File: config.mk
export PLATFORM = sky130hd
export DESIGN_NAME = sdram_line_reader
export DESIGN_NICKNAME = d
export VERILOG_FILES = /design/src/rtl/sdram_line_reader.sv
export SDC_FILE = /design/constraint.sdc
export NUM_CORES = 1
export LEC_CHECK = 0
export ABC_AREA = 1
export CAP_MARGIN = 15
export CELL_PAD_IN_SITES_DETAIL_PLACEMENT = 1
export CELL_PAD_IN_SITES_GLOBAL_PLACEMENT = 2
export CORE_ASPECT_RATIO = 1.1
export CORE_MARGIN = 10
export CORE_UTILIZATION = 39
export CTS_BUF_LIST = sky130_fd_sc_hd__clkbuf_8
export CTS_CLUSTER_SIZE = 16
export DETAILED_ROUTE_END_ITERATION = 6
export GPL_ROUTABILITY_DRIVEN = 0
export PLACE_DENSITY_LB_ADDON = 0.1
export SYNTH_ARGS = -nofsm -noshare
export SYNTH_HDL_FRONTEND = slang
export SYNTH_SLANG_ARGS = --single-unit
File: constraint.sdc
create_clock -name clk_clk -period 6.5 [get_ports clk_clk]
set_input_delay 0.65 -clock clk_clk [delete_from_list [all_inputs] [get_ports clk_clk]]
set_output_delay 0.65 -clock clk_clk [all_outputs]
set_load 0.1 [all_outputs]
File: src/rtl/sdram_line_reader.sv
// Avalon-MM burst-read master: fetches one line of pixels from SDRAM into a
// credit-checked FIFO and streams them out with valid/ready handshaking.
module sdram_line_reader #(
    parameter int unsigned ADDR_W     = 25,
    parameter int unsigned DATA_W     = 16,
    parameter int unsigned LINE_WORDS = 640,
    parameter int unsigned BURST_LEN  = 8,
    parameter int unsigned FIFO_DEPTH = 32,
    localparam int unsigned BC_W      = $clog2(BURST_LEN) + 1
) (
    input  logic              clk_clk,
    input  logic              reset_reset_n,
    input  logic              start,
    input  logic [ADDR_W-1:0] base_addr,
    output logic              busy,
    output logic              done,
    output logic [ADDR_W-1:0] avm_address,
    output logic              avm_read,
    output logic [BC_W-1:0]   avm_burstcount,
    input  logic              avm_waitrequest,
    input  logic [DATA_W-1:0] avm_readdata,
    input  logic              avm_readdatavalid,
    output logic [DATA_W-1:0] px_data,
    output logic              px_valid,
    input  logic              px_ready
);

    localparam int unsigned PTR_W  = $clog2(FIFO_DEPTH);
    localparam int unsigned FCNT_W = PTR_W + 1;
    localparam int unsigned WCNT_W = 13;
    localparam logic [BC_W-1:0] FIRST_BLEN =
        BC_W'((LINE_WORDS < BURST_LEN) ? LINE_WORDS : BURST_LEN);

    typedef enum logic [1:0] {StIdle, StIssue, StDrain} state_e;

    state_e              state_q, state_d;
    logic [ADDR_W-1:0]   next_addr_q, next_addr_d;
    logic [ADDR_W-1:0]   address_q, address_d;
    logic [BC_W-1:0]     burstcount_q, burstcount_d;
    logic                read_q, read_d;
    logic                done_q, done_d;
    logic [WCNT_W-1:0]   words_to_req_q, words_to_req_d;
    logic [WCNT_W-1:0]   words_to_pop_q, words_to_pop_d;
    logic [FCNT_W-1:0]   outstanding_q, outstanding_d;
    logic [FCNT_W-1:0]   fifo_count_q, fifo_count_d;
    logic [PTR_W-1:0]    wr_ptr_q, rd_ptr_q;
    logic [DATA_W-1:0]   mem [FIFO_DEPTH];

    logic                push, pop, accept;
    logic [FCNT_W-1:0]   free;
    logic [BC_W-1:0]     blen;

    assign push   = avm_readdatavalid;
    assign pop    = px_valid & px_ready;
    assign accept = read_q & ~avm_waitrequest;
    // Space not yet claimed by stored words or by words still in flight.
    assign free   = FCNT_W'(FIFO_DEPTH) - fifo_count_q - outstanding_q;
    assign blen   = (words_to_req_q >= WCNT_W'(BURST_LEN)) ? BC_W'(BURST_LEN)
                                                           : words_to_req_q[BC_W-1:0];

    always_comb begin
        state_d        = state_q;
        next_addr_d    = next_addr_q;
        address_d      = address_q;
        burstcount_d   = burstcount_q;
        read_d         = read_q;
        done_d         = 1'b0;
        words_to_req_d = words_to_req_q;
        words_to_pop_d = words_to_pop_q;
        outstanding_d  = outstanding_q + (accept ? FCNT_W'(burstcount_q) : '0)
                         - FCNT_W'(push);
        fifo_count_d   = fifo_count_q + FCNT_W'(push) - FCNT_W'(pop);

        if (accept) begin
            next_addr_d    = next_addr_q + ADDR_W'(burstcount_q);
            words_to_req_d = words_to_req_q - WCNT_W'(burstcount_q);
            read_d         = 1'b0;
        end
        if (pop) begin
            words_to_pop_d = words_to_pop_q - WCNT_W'(1);
        end

        unique case (state_q)
            StIdle: begin
                if (start) begin
                    next_addr_d    = base_addr;
                    words_to_req_d = WCNT_W'(LINE_WORDS);
                    words_to_pop_d = WCNT_W'(LINE_WORDS);
                    read_d         = 1'b1;
                    address_d      = base_addr;
                    burstcount_d   = FIRST_BLEN;
                    state_d        = StIssue;
                end
            end
            StIssue: begin
                if (accept && words_to_req_d == '0) begin
                    state_d = StDrain;
                end else if (!read_q && free >= FCNT_W'(blen)) begin
                    read_d       = 1'b1;
                    address_d    = next_addr_q;
                    burstcount_d = blen;
                end
            end
            StDrain: ;
            default: state_d = StIdle;
        endcase

        if (pop && words_to_pop_q == WCNT_W'(1)) begin
            state_d = StIdle;
            done_d  = 1'b1;
        end
    end

    always_ff @(posedge clk_clk or negedge reset_reset_n) begin
        if (!reset_reset_n) begin
            state_q        <= StIdle;
            next_addr_q    <= '0;
            address_q      <= '0;
            burstcount_q   <= '0;
            read_q         <= 1'b0;
            done_q         <= 1'b0;
            words_to_req_q <= '0;
            words_to_pop_q <= '0;
            outstanding_q  <= '0;
            fifo_count_q   <= '0;
            wr_ptr_q       <= '0;
            rd_ptr_q       <= '0;
        end else begin
            state_q        <= state_d;
            next_addr_q    <= next_addr_d;
            address_q      <= address_d;
            burstcount_q   <= burstcount_d;
            read_q         <= read_d;
            done_q         <= done_d;
            words_to_req_q <= words_to_req_d;
            words_to_pop_q <= words_to_pop_d;
            outstanding_q  <= outstanding_d;
            fifo_count_q   <= fifo_count_d;
            if (push) wr_ptr_q <= wr_ptr_q + PTR_W'(1);
            if (pop)  rd_ptr_q <= rd_ptr_q + PTR_W'(1);
        end
    end

    always_ff @(posedge clk_clk) begin
        if (push) mem[wr_ptr_q] <= avm_readdata;
    end

    assign px_valid       = (fifo_count_q != '0);
    assign px_data        = px_valid ? mem[rd_ptr_q] : '0;
    assign busy           = (state_q != StIdle);
    assign done           = done_q;
    assign avm_read       = read_q;
    assign avm_address    = address_q;
    assign avm_burstcount = burstcount_q;

endmodule

==> impl_metrics.tcl <==
set metrics [dict create \
    status "completed" \
    synth-edff-count 512 \
    cp_cell_sequence "clkinv_2 -> buf_4 -> buf_4 -> buf_4 -> o21ai_0 -> o22ai_1 -> nor2_1 -> nor2_1 -> o211a_1 -> clkdlybuf4s50_1" \
    initial_utilization_pct 39.5 \
    wl_met2_um 41100 \
    critical_path_class "flop to output port" \
    r2r-end "avm_address[7]" \
    fp.dieH_um 295 \
    die-area_um2 79700 \
    min_path_type "flop to flop" \
    grt_pass1_vias 19800 \
    core_um2 67900 \
    cp_slowest_cell "clkdlybuf4s50_1" \
    tightest_slew_ns 1.18 \
    viasPerCell 5.32 \
    grt_use_total_pct 20.1 \
    cts_hold_buffers 1 \
    synth.distinct_cells 44 \
    slew_headroom_pct 20.8 \
    utilization_pct 45.9 \
    numPortBuffers 95 \
    clock_latency_ns 0.73 \
    setup_slack_ns 0.976 \
    layout.nets 2618 \
    grt_pass1_wl_um 123000 \
    grt-ovfl-total 0 \
    crit_path_max_incr_delay_ns 1.05 \
    power_leakage_nw 11.5 \
    num_rows 100 \
    ant_nets 0 \
    drt_iter0_drc 1067 \
    finClkSkew_ns 0.0486 \
    path_clk_slew_ns 0.06 \
    cts_tree "done" \
    ys_ff_latch 618 \
    ir_drop_mv 0.428 \
    start_kind "flop" \
    totalNegativeSetupSlack_ns 0 \
    post_cts_buffers 0 \
    cp_max_fo 51 \
    yosysWarnings 0 \
    required_ns 5.85 \
    r2r_start "words_to_req_q[10]" \
    dr_wl_met3_um 3290 \
    end_kind "output port" \
    cap_viol_max_count 0 \
    clk_root_buffer_cell "clkbuf_8" \
    h-tree-depth 3 \
    syn-cell-area_um2 26800 \
    whs_path_depth 1 \
    setup_viol 0 \
    holdPathEnd "words_to_pop_q[5]" \
    max_freq_mhz 181 \
    post_synth.cell_area_avg_um2 11.3 \
    cp_common_cell "buf_4" \
    syn_inst 2375 \
    num-fill-cells 7261 \
    layout-drive-gt1-share_pct 10.1 \
    top_layer "met5" \
    io_pins 96 \
    vias 18765 \
    antenna_found_initial 4 \
    critPathArrivalTime_ns 4.87 \
    fin_crit_ns 5.52 \
    die_x_um 270 \
    finalCritPeriodShare_pct 85.0 \
    clock_path_buffers 3 \
    rr_worst_depth 17 \
    finalWirelength_um 81400 \
    power.density_nw_per_um2 517 \
    rsz0062_at_grt "false" \
    drc 0 \
    r2r_setup_slack_ns 2.54 \
    cts_resized 0 \
    syn2layout_area_growth_pct 16.1 \
    cts_made_buffers 109 \
    cts.sinks 618 \
    pre_cts_ws_ns 1.69 \
    synthFlopType "edfxtp_1" \
    hp-start "words_to_pop_q[5]" \
    dp.final_hpwl_um 48100 \
    m1WireLength_um 35200 \
    power_w 0.0161 \
    seq_area_frac_synth_pct 67.2 \
    drv_slew 0 \
    grt_start_max_net_pins 139 \
    wl_per_cell_um 23.1 \
    hold_viol_final 0 \
    synthArstFlopShare_pct 17.2 \
    syn_nets 2472 \
    dr.pass1.iters 5 \
]
final cells by class:
cell class	count	area [um2]	area share, %
inverters	135	515	1.65
flip-flops and latches	618	18000	57.9
clock inverters	77	423	1.36
clock buffers	122	1680	5.39
well taps	918	1150	3.69
diodes	1	2.50	0.00803
multi-input cells	1491	7650	24.6
repair buffers	166	1710	5.48
how the worst max path moves through the flow:
stage	slack, ns	cells after the start	endpoint	startpoint
floorplan	2.58	6	px_data[11]	fifo_count_q[2]
global placement	1.67	10	px_data[13]	rd_ptr_q[1]
detailed placement	1.69	10	px_data[13]	rd_ptr_q[1]
CTS	0.90	10	px_data[13]	rd_ptr_q[1]
global route	0.76	10	px_data[14]	rd_ptr_q[1]
finish	0.98	10	px_data[13]	rd_ptr_q[1]
worst max-delay path: cells and delay by family, from the launching register on:
kind | cells | cell delay (ns)
buf+inv | 5 | 2.79
flops | 1 | 0.73
compound gates | 3 | 0.45
simple gates | 2 | 0.16
registers in the layout (all words and copies together), names as in the netlist, 2 cells and up:
name / count
rd_ptr_q: 5
avm_address: 25
state_q: 2
wr_ptr_q: 5
words_to_pop_q: 13
avm_burstcount: 4
next_addr_q: 25
mem: 512
outstanding_q: 6
words_to_req_q: 13
fifo_count_q: 6
routing by layer:
layer	up-vias	GRT usage (%)
met5	-	0
met4	4	6.28
met3	123	2.93
met2	381	35.4
met1	9534	25.3
li1	8723	-
cell families (layout without fill, tap and decap cells):
kind of cell             count (synthesis)  in the layout  share of synthesized area (%)
XOR/XNOR                                38             38                           1.24
flip-flops                             618            618                           67.2
other                                    0              1                              0
AO/OA/AOI/OAI                          529            529                           11.1
buffers and inverters                  266            500                           4.53
AND/OR/NAND/NOR                        874            874                           13.5
adder cells (fa/ha/maj)                 50             50                           2.47
power breakdown:
group | internal [W] | switching [W] | total [W]
combinational | 0.00199 | 0.00541 | 0.00740
clock | 0.00187 | 0.00161 | 0.00348
sequential | 0.00482 | 0.000395 | 0.00522
total | 0.00869 | 0.00741 | 0.0161
through the flow:
step,hold WS (ns),cell area (um2),std cells
2_1_floorplan,0.354,26800,2375
3_3_place_gp,0.455,28800,3315
3_5_place_dp,0.464,28800,3315
4_1_cts,0.467,30900,3515
5_1_grt,0.498,31200,3528
6_report,0.473,31200,3528
cell usage after synthesis, types with 2 or more instances:
| cell | instances | area, um2 |
|---|---|---|
| nor3_1 | 15 | 75.1 |
| clkbuf_1 | 62 | 233 |
| nor2_2 | 5 | 31.3 |
| nand2_1 | 322 | 1210 |
| xor2_1 | 32 | 280 |
| inv_2 | 7 | 26.3 |
| nand3_2 | 2 | 20.0 |
| xnor2_1 | 6 | 52.6 |
| nand3_1 | 96 | 480 |
| o211ai_1 | 19 | 143 |
| o21ai_0 | 280 | 1400 |
| fa_1 | 5 | 100 |
| o221ai_1 | 32 | 280 |
| o21a_1 | 2 | 15.0 |
| ha_1 | 45 | 563 |
| nand4_1 | 18 | 113 |
| dfrtp_1 | 106 | 2650 |
| buf_6 | 18 | 203 |
| buf_4 | 10 | 75.1 |
| buf_2 | 36 | 180 |
| nor2_1 | 389 | 1460 |
| nand2_2 | 2 | 12.5 |
| a31oi_1 | 11 | 68.8 |
| inv_1 | 128 | 480 |
| o21ai_1 | 59 | 295 |
| nor4_1 | 3 | 18.8 |
| and3_1 | 6 | 37.5 |
| nand3b_1 | 3 | 22.5 |
| a211oi_1 | 4 | 30.0 |
| edfxtp_1 | 512 | 15400 |
| a21oi_1 | 32 | 160 |
| o22ai_1 | 86 | 538 |
| or2_2 | 4 | 25.0 |
| nor2_4 | 4 | 45.0 |
| buf_1 | 5 | 18.8 |
layout by cell type, fill, tap and decap left out, types with 5 or more instances in the layout:
cell type        instances
a21oi_1                 32
nand4_1                 18
inv_2                    6
inv_1                  161
buf_4                   56
xor2_1                  32
ha_1                    45
nor2_1                 372
o21ai_0                280
o22ai_1                 86
o211ai_1                19
nand2_1                321
edfxtp_1               512
fa_1                     5
clkbuf_8               122
nand3_1                 96
o221ai_1                32
o21ai_1                 59
buf_16                   6
nor2_2                  21
clkinv_1                26
a31oi_1                 11
dfrtp_1                103
nor2_4                   5
clkinv_2                12
xnor2_1                  6
nor3_1                  12
and3_1                   6
clkdlybuf4s50_1         94
No activity file was read; power rests on OpenSTA's default activity.
